===== src/rtl/minimac_membus_arbiter.sv =====
// ============================================================================
// minimac_membus_arbiter : round-robin Wishbone arbiter (CPU / RX DMA / TX DMA)
//                          onto the single-port packet RAM, with ack timeout.
// Revision: 1.0
// ============================================================================
`default_nettype none

module minimac_membus_arbiter #(
  parameter logic [7:0] TIMEOUT = 8'd255
) (
  input  logic        sys_clk,
  input  logic        sys_rst,

  input  logic [31:0] cpu_adr_i,
  input  logic [31:0] cpu_dat_i,
  input  logic [3:0]  cpu_sel_i,
  input  logic        cpu_we_i,
  input  logic        cpu_cyc_i,
  input  logic        cpu_stb_i,
  output logic [31:0] cpu_dat_o,
  output logic        cpu_ack_o,
  output logic        cpu_err_o,

  input  logic [31:0] rx_adr_i,
  input  logic [31:0] rx_dat_i,
  input  logic        rx_cyc_i,
  input  logic        rx_stb_i,
  output logic        rx_ack_o,

  input  logic [31:0] tx_adr_i,
  input  logic        tx_cyc_i,
  input  logic        tx_stb_i,
  output logic [31:0] tx_dat_o,
  output logic        tx_ack_o,

  output logic [31:0] mem_adr_o,
  output logic [31:0] mem_dat_o,
  output logic [3:0]  mem_sel_o,
  output logic        mem_we_o,
  output logic        mem_cyc_o,
  output logic        mem_stb_o,
  input  logic [31:0] mem_dat_i,
  input  logic        mem_ack_i,

  output logic [1:0]  grant_o,
  output logic        timeout_o
);

  localparam logic [0:0] c_IDLE = 1'b0;
  localparam logic [0:0] c_BUSY = 1'b1;

  localparam logic [1:0] c_NONE = 2'd0;
  localparam logic [1:0] c_CPU  = 2'd1;
  localparam logic [1:0] c_RX   = 2'd2;
  localparam logic [1:0] c_TX   = 2'd3;

  localparam logic [7:0] c_CNT_LAST = TIMEOUT - 8'd1;

  logic [0:0] r_state;
  logic [1:0] r_owner;
  logic [1:0] r_last;
  logic [7:0] r_cnt;

  logic       w_req_cpu, w_req_rx, w_req_tx;
  logic [1:0] w_pick;
  logic       w_busy;
  logic       w_own_cyc, w_own_stb;
  logic       w_ack_fwd, w_abort, w_tmo, w_end;

  assign w_req_cpu = cpu_cyc_i & cpu_stb_i;
  assign w_req_rx  = rx_cyc_i  & rx_stb_i;
  assign w_req_tx  = tx_cyc_i  & tx_stb_i;
  assign w_busy    = (r_state == c_BUSY);

  // Scan starts at the master after the previous owner (cpu -> rx -> tx -> cpu).
  always_comb begin
    w_pick = c_NONE;
    case (r_last)
      c_CPU: begin
        if      (w_req_rx)  w_pick = c_RX;
        else if (w_req_tx)  w_pick = c_TX;
        else if (w_req_cpu) w_pick = c_CPU;
      end
      c_RX: begin
        if      (w_req_tx)  w_pick = c_TX;
        else if (w_req_cpu) w_pick = c_CPU;
        else if (w_req_rx)  w_pick = c_RX;
      end
      default: begin
        if      (w_req_cpu) w_pick = c_CPU;
        else if (w_req_rx)  w_pick = c_RX;
        else if (w_req_tx)  w_pick = c_TX;
      end
    endcase
  end

  always_comb begin
    mem_adr_o = 32'd0;
    mem_dat_o = 32'd0;
    mem_sel_o = 4'd0;
    mem_we_o  = 1'b0;
    w_own_cyc = 1'b0;
    w_own_stb = 1'b0;
    if (w_busy) begin
      case (r_owner)
        c_CPU: begin
          mem_adr_o = cpu_adr_i;
          mem_dat_o = cpu_dat_i;
          mem_sel_o = cpu_sel_i;
          mem_we_o  = cpu_we_i;
          w_own_cyc = cpu_cyc_i;
          w_own_stb = cpu_stb_i;
        end
        c_RX: begin
          mem_adr_o = rx_adr_i;
          mem_dat_o = rx_dat_i;
          mem_sel_o = 4'hF;
          mem_we_o  = 1'b1;
          w_own_cyc = rx_cyc_i;
          w_own_stb = rx_stb_i;
        end
        c_TX: begin
          mem_adr_o = tx_adr_i;
          mem_sel_o = 4'hF;
          w_own_cyc = tx_cyc_i;
          w_own_stb = tx_stb_i;
        end
        default: ;
      endcase
    end
  end

  // A real ack beats a timeout in the same cycle; a dropped cyc beats both.
  assign w_ack_fwd = w_busy & w_own_cyc & w_own_stb & mem_ack_i;
  assign w_abort   = w_busy & ~w_own_cyc;
  assign w_tmo     = w_busy & w_own_cyc & ~w_ack_fwd & (r_cnt == c_CNT_LAST);
  assign w_end     = w_ack_fwd | w_abort | w_tmo;

  assign mem_cyc_o = w_own_cyc;
  assign mem_stb_o = w_own_stb;

  assign cpu_dat_o = mem_dat_i;
  assign tx_dat_o  = mem_dat_i;

  assign cpu_ack_o = (r_owner == c_CPU) & w_ack_fwd;
  assign cpu_err_o = (r_owner == c_CPU) & w_tmo;
  assign rx_ack_o  = (r_owner == c_RX)  & (w_ack_fwd | w_tmo);
  assign tx_ack_o  = (r_owner == c_TX)  & (w_ack_fwd | w_tmo);
  assign timeout_o = w_tmo;
  assign grant_o   = r_owner;

  always_ff @(posedge sys_clk) begin
    if (sys_rst) begin
      r_state <= c_IDLE;
      r_owner <= c_NONE;
      r_last  <= c_TX;
      r_cnt   <= 8'd0;
    end else begin
      case (r_state)
        c_IDLE: begin
          if (w_pick != c_NONE) begin
            r_state <= c_BUSY;
            r_owner <= w_pick;
            r_cnt   <= 8'd0;
          end
        end
        default: begin
          if (w_end) begin
            r_state <= c_IDLE;
            r_last  <= r_owner;
            r_owner <= c_NONE;
            r_cnt   <= 8'd0;
          end else begin
            r_cnt <= r_cnt + 8'd1;
          end
        end
      endcase
    end
  end

endmodule

`default_nettype wire


===== config.mk =====
export PLATFORM = sky130hd
export DESIGN_NAME = minimac_membus_arbiter
export DESIGN_NICKNAME = d
export VERILOG_FILES = /design/src/rtl/minimac_membus_arbiter.sv
export SDC_FILE = /design/constraint.sdc
export NUM_CORES = 1
export LEC_CHECK = 0
export CAP_MARGIN = 20
export CORE_AREA = 2 2 134 136
export CTS_CLUSTER_SIZE = 16
export DETAILED_ROUTE_END_ITERATION = 8
export DIE_AREA = 0 0 136 138
export MAX_ROUTING_LAYER = met4
export PLACE_DENSITY = 0.54
export SLEW_MARGIN = 15
export SYNTH_ARGS = -nofsm -noshare
export SYNTH_HDL_FRONTEND = slang
export SYNTH_SLANG_ARGS = --single-unit

===== constraint.sdc =====
create_clock -name sys_clk -period 5.7 [get_ports sys_clk]
set_input_delay 1.14 -clock sys_clk [delete_from_list [all_inputs] [get_ports sys_clk]]
set_output_delay 1.14 -clock sys_clk [all_outputs]
set_load 0.02 [all_outputs]

==> impl_metrics.tcl, run 1 <==
set metrics [dict create \
    gp_congestion 0.838 \
    first_iter_violations 236 \
    cp-start-kind "input pin" \
    grt_pass1_wl_mm 18.3 \
    initial_utilization_pct 13.2 \
    worstPathRequired_ns 4.56 \
    setup_violations 0 \
    path_clk_slew_ns 0.05 \
    tritoncts "done" \
    cts_sinks 13 \
    ys_ff_latch 13 \
    hold_viol 0 \
    rsz0062_at_grt "no" \
    grt_max_degree 39 \
    clockBufferDepth 2 \
    worstSetupEndpointType "output pin" \
    period_minus_slack_ns 4.50 \
    power_density_nw_per_um2 143 \
    post-cts-setup-buffers 0 \
    drc 0 \
    multiInputGateArea_um2 1430 \
    hpwl_mm 9.60 \
    worst_r2r_startpoint "grant_o[1]$_SDFFE_PP0P_" \
    numPortBuffers 251 \
    io_pins 348 \
    holdCritStartpoint "r_last[1]$_SDFFE_PP1P_" \
    timing.hold.ws_ns 0.503 \
    root_buffer "clkbuf_16" \
    track_usage_pct 12.6 \
    die_w_um 136 \
    drt_wl_total_mm 12.1 \
    grt_pass1_vias 3310 \
    slew_viol_final 0 \
    vias 3221 \
    finalCritPeriodShare_pct 78.9 \
    seq_area_frac_synth_pct 11.2 \
    dieHeight_um 138 \
    synthesis.nets 549 \
    timing.rr.end "r_cnt[6]$_SDFFE_PP0P_" \
    die_area_um2 18800 \
    fmax_mhz 222 \
    nNetsFinal 717 \
    regArea_um2 260 \
    synth_area_um2 2310 \
    fin_setup_tns_ns 0 \
    crit_fanout 3 \
    hold_end "r_last[1]$_SDFFE_PP1P_" \
    worstSetupPathType "input pin to output pin" \
    antenna_found_initial 0 \
    met1_usage_pct 15.0 \
    hold_path_class "flop to flop" \
    firstDrtPassIters 9 \
    avgSynthCellArea_um2 6.91 \
    max_slew.worst_pin.slew_ns 0.851 \
    diodes 0 \
    reg2regPathDepth 7 \
    fillers 1917 \
    drive_gt1_share_pct 3.19 \
    vdd_drop_max_mv 0.0692 \
    status "completed" \
    gr-usage-met2_pct 21.7 \
    worstHoldPathCells 2 \
    syn_to_final_growth_pct 100 \
    use_met3_pct 2.82 \
    ctsHoldBuffers 0 \
    maxCapViolCount 0 \
    wl_per_cell_um 16.6 \
    ys_warn_count 0 \
    synthCells 335 \
    maxSlewHeadroom_pct 43.3 \
    p_leak_nw 1.49 \
    grt.busiest_layer "met2" \
    clock_skew_ns 0.00158 \
    clock_latency_ns 0.24 \
    worstPathArrival_ns 3.36 \
    avgViaCountPerCell 4.41 \
    gr-total-overflow 0 \
    fp.coreArea_um2 17500 \
    synth_cell_type_count 36 \
    cts_inserted_buffers 3 \
    drtAntennaViolNets 0 \
    cts_resized 0 \
    r2r_setup_slack_ns 3.01 \
    cts_max_level 1 \
    fp-row-count 49 \
]
## layer usage
metal | vias to the layer above | routed length (um)
met4 | 0 | 131
li1 | 1516 | -
met1 | 1503 | 4880
met3 | 12 | 924
met5 | - | 0
met2 | 190 | 6170
## cell families after synthesis
group,count (synthesis),share of synthesized area (%)
AO/OA/AOI/OAI,100,35.8
AND/OR/NAND/NOR,109,20.3
multiplexers,1,0.433
adder cells (fa/ha/maj),8,4.33
buffers and inverters,103,27.5
XOR/XNOR,1,0.379
flip-flops,13,11.2
## metrics by stage
step | cell area (um2) | instances | total power [mW] | util, % | setup slack, ns
after floorplan | 2310 | 335 | 0.388 | - | 1.94
after global placement | 4550 | 727 | 0.522 | 26.0 | 1.33
after detailed placement | 4550 | 727 | 0.528 | 26.0 | 1.25
after CTS | 4630 | 731 | 0.664 | 26.4 | 1.21
after global routing | 4630 | 731 | 0.706 | 26.4 | 1.09
final | 4630 | 731 | 0.661 | 26.4 | 1.20
## cell type report
cell class,instances,area share (%)
clock buffers,4,1.70
inverters,12,0.972
multi-input cells,219,30.8
flip-flops and latches,13,5.62
well taps,229,6.18
repair buffers,254,54.7
## worst max-delay path, cell delays in order
cell             delay (ns)
clkdlybuf4s50_1        0.42
a222oi_1               0.57
nor2_1                 0.15
nor3b_1                0.30
and2_1                 0.18
clkdlybuf4s50_1        0.60
## cells in the mapped netlist, drive strengths merged
master / number / share of area [%]
a31oi: 4 / 1.1
a41oi: 1 / 0.38
nor3: 4 / 1.4
o211ai: 6 / 2.2
a21oi: 13 / 3.0
or2: 1 / 0.27
a22o: 1 / 0.38
a22oi: 33 / 11
nor3b: 1 / 0.32
o31ai: 1 / 0.92
and2: 2 / 0.54
o2bb2ai: 2 / 0.76
nand2b: 4 / 1.1
dfxtp: 13 / 11
o22a: 1 / 0.38
nor4: 1 / 0.27
buf: 70 / 22
a222oi: 34 / 15
o21ai: 3 / 0.65
nand4: 1 / 0.27
nand2: 13 / 2.1
ha: 8 / 4.3
nand3: 5 / 1.1
o32ai: 1 / 0.70
xnor2: 1 / 0.38
mux2i: 1 / 0.43
and3: 5 / 1.4
clkbuf: 21 / 3.4
nor2: 72 / 12
inv: 12 / 1.9
## how the worst max path moves through the flow
| stage | start | end | slack, ns | cells after the start |
|---|---|---|---|---|
| after floorplan | cpu_stb_i | cpu_err_o | 1.94 | 4 |
| after global placement | cpu_stb_i | cpu_err_o | 1.33 | 6 |
| after detailed placement | cpu_stb_i | cpu_err_o | 1.25 | 6 |
| after CTS | cpu_stb_i | cpu_err_o | 1.21 | 6 |
| after global routing | grant_o[1]$_SDFFE_PP0P_ | cpu_err_o | 1.09 | 7 |
| final | cpu_stb_i | cpu_err_o | 1.20 | 6 |
## sequential cells by signal (all words and copies together), names as in the netlist
register / cells
r_last: 2
grant_o: 2
r_cnt: 8
r_state: 1
## where the power goes
part           internal, mW  switching [mW]  total [mW]  leakage [nW]
clock network        0.0945          0.0404       0.135        0.0382
logic                 0.215           0.202       0.417          1.34
registers            0.0985          0.0104       0.109         0.106
## cells in the final DEF (no fill, tap or decap), drive strengths merged, types with 6 or more instances in the layout
cell type,n
a222oi,34
nand2,13
ha,8
inv,12
a22oi,33
o211ai,6
a21oi,13
dfxtp,13
nor2,72
clkdlybuf4s50,251
(Power assumes the default switching activity.)
==> run 2: changes to the inputs <==
--- a/config.mk
+++ b/config.mk
@@ -6,12 +6,12 @@
 export NUM_CORES = 1
 export LEC_CHECK = 0
 export CAP_MARGIN = 20
-export CORE_AREA = 2 2 134 136
+export CORE_AREA = 2 2 135 137
 export CTS_CLUSTER_SIZE = 16
 export DETAILED_ROUTE_END_ITERATION = 8
-export DIE_AREA = 0 0 136 138
+export DIE_AREA = 0 0 137 139
 export MAX_ROUTING_LAYER = met4
-export PLACE_DENSITY = 0.54
+export PLACE_DENSITY = 0.53
 export SLEW_MARGIN = 15
 export SYNTH_ARGS = -nofsm -noshare
 export SYNTH_HDL_FRONTEND = slang
==> constraint.sdc (replaced) <==
create_clock -name sys_clk -period 4.4 [get_ports sys_clk]
set_input_delay 0.88 -clock sys_clk [delete_from_list [all_inputs] [get_ports sys_clk]]
set_output_delay 0.88 -clock sys_clk [all_outputs]
set_load 0.02 [all_outputs]
==> impl_metrics.tcl, run 2 (synthesis gave the netlist of run 1 again) <==
set metrics [dict create \
    clock_skew_ns 0.000953 \
    clock_latency_ns 0.24 \
    p_leak_nw 1.50 \
    max_slew.worst_pin.slew_ns 0.578 \
    fin_setup_tns_ns 0 \
    grt_pass1_wl_mm 19.2 \
    die_w_um 137 \
    initial_utilization_pct 13.1 \
    r2r_setup_slack_ns 2.12 \
    worstPathArrival_ns 3.09 \
    mostFrequentLayoutCells "251 x clkdlybuf4s50_1, 72 x nor2_1, 34 x a222oi_1, 33 x a22oi_1" \
    period_minus_slack_ns 3.97 \
    fmax_mhz 252 \
    fp-row-count 49 \
    hold_end "r_cnt[5]$_SDFFE_PP0P_" \
    maxSlewHeadroom_pct 61.4 \
    vdd_drop_max_mv 0.104 \
    setup_violations 0 \
    reg2regPathDepth 7 \
    hpwl_mm 10.5 \
    vias 3256 \
    fp.coreArea_um2 17700 \
    mostFrequentLayoutCell "clkdlybuf4s50_1" \
    place_inst 731 \
    firstDrtPassIters 7 \
    gp_congestion 0.785 \
    antenna_found_initial 0 \
    gr-total-overflow 0 \
    numPortBuffers 251 \
    slew_viol_final 0 \
    tritoncts "done" \
    ctsHoldBuffers 0 \
    drive_gt1_share_pct 3.75 \
    diodes 0 \
    wl_per_cell_um 17.4 \
    fin_cells 735 \
    drt_wl_total_mm 12.8 \
    hold_viol 0 \
    place_ws_ns 0.429 \
    cts_sinks 13 \
    hold_path_class "flop to flop" \
    cts_max_level 1 \
    die_area_um2 19000 \
    worstSetupEndpointType "output pin" \
    cp-start-kind "input pin" \
    io_pins 348 \
    worstHoldPathCells 1 \
    timing.hold.ws_ns 0.487 \
    power_density_nw_per_um2 184 \
    worst_r2r_startpoint "grant_o[1]$_SDFFE_PP0P_" \
    post-cts-setup-buffers 0 \
    holdCritStartpoint "r_cnt[5]$_SDFFE_PP0P_" \
    setup_ws_ns 0.431 \
    finalCritPeriodShare_pct 90.2 \
    grt_max_degree 42 \
    root_buffer "clkbuf_16" \
    clockBufferDepth 2 \
    regMostFlops "r_cnt" \
    first_iter_violations 252 \
    worstSetupPathType "input pin to output pin" \
    largest_register_ffs 8 \
    timing.rr.end "grant_o[1]$_SDFFE_PP0P_" \
    avgViaCountPerCell 4.43 \
    grt_pass1_vias 3327 \
    crit_fanout 3 \
    status "completed" \
    syn_to_final_growth_pct 101 \
    nNetsFinal 721 \
    cts_resized 0 \
    dieHeight_um 139 \
    path_clk_slew_ns 0.04 \
    cts_inserted_buffers 3 \
    worstPathRequired_ns 3.52 \
    rsz0062_at_grt "no" \
    drtAntennaViolNets 0 \
    drc 0 \
    track_usage_pct 13.3 \
    maxCapViolCount 0 \
]
run 2: worst max-delay path, cell delays in order:
cell	delay [ns]
clkdlybuf4s50_1	0.42
a222oi_1	0.58
nor2_1	0.16
nor3b_1	0.29
and2_1	0.17
clkdlybuf4s50_1	0.60
run 2: area by class of cell:
cell class                 count  area, um2
sequential                    13        260
clock buffer                   4       78.8
timing repair buffer         258       2560
multi-input combinational    219       1430
inverter                      12       45.0
tap                          229        287
fill                        1918      13000
run 2: metrics by stage:
stage	cell area, um2	power, mW	utilization [%]
5_1_grt	4660	0.927	26.4
6_report	4660	0.859	26.4
3_5_place_dp	4580	0.696	25.9
4_1_cts	4660	0.874	26.4
2_1_floorplan	2310	0.502	-
3_3_place_gp	4580	0.685	25.9
run 2: per-layer routing:
metal	GRT usage, %	part of all wire (%)	up-vias
li1	-	-	1531
met1	16.0	40	1515
met2	22.4	50	200
met3	3.65	9.1	10
met4	2.01	0.76	0
met5	-	0	-
run 2: how the worst max path moves through the flow:
stage	startpoint	to	slack, ns	cells past startpoint
after floorplan	grant_o[1]$_SDFFE_PP0P_	cpu_err_o	1.12	7
after global routing	cpu_stb_i	cpu_err_o	0.21	6
final	cpu_stb_i	cpu_err_o	0.43	6
after global placement	cpu_stb_i	cpu_err_o	0.54	6
after detailed placement	cpu_stb_i	cpu_err_o	0.43	6
after CTS	cpu_stb_i	cpu_err_o	0.41	6
run 2: power by group:
group / total (mW) / leakage, nW / internal, mW / switching [mW]
sequential: 0.141 / 0.106 / 0.128 / 0.0135
clock: 0.172 / 0.0382 / 0.122 / 0.0496
combinational: 0.547 / 1.36 / 0.282 / 0.264
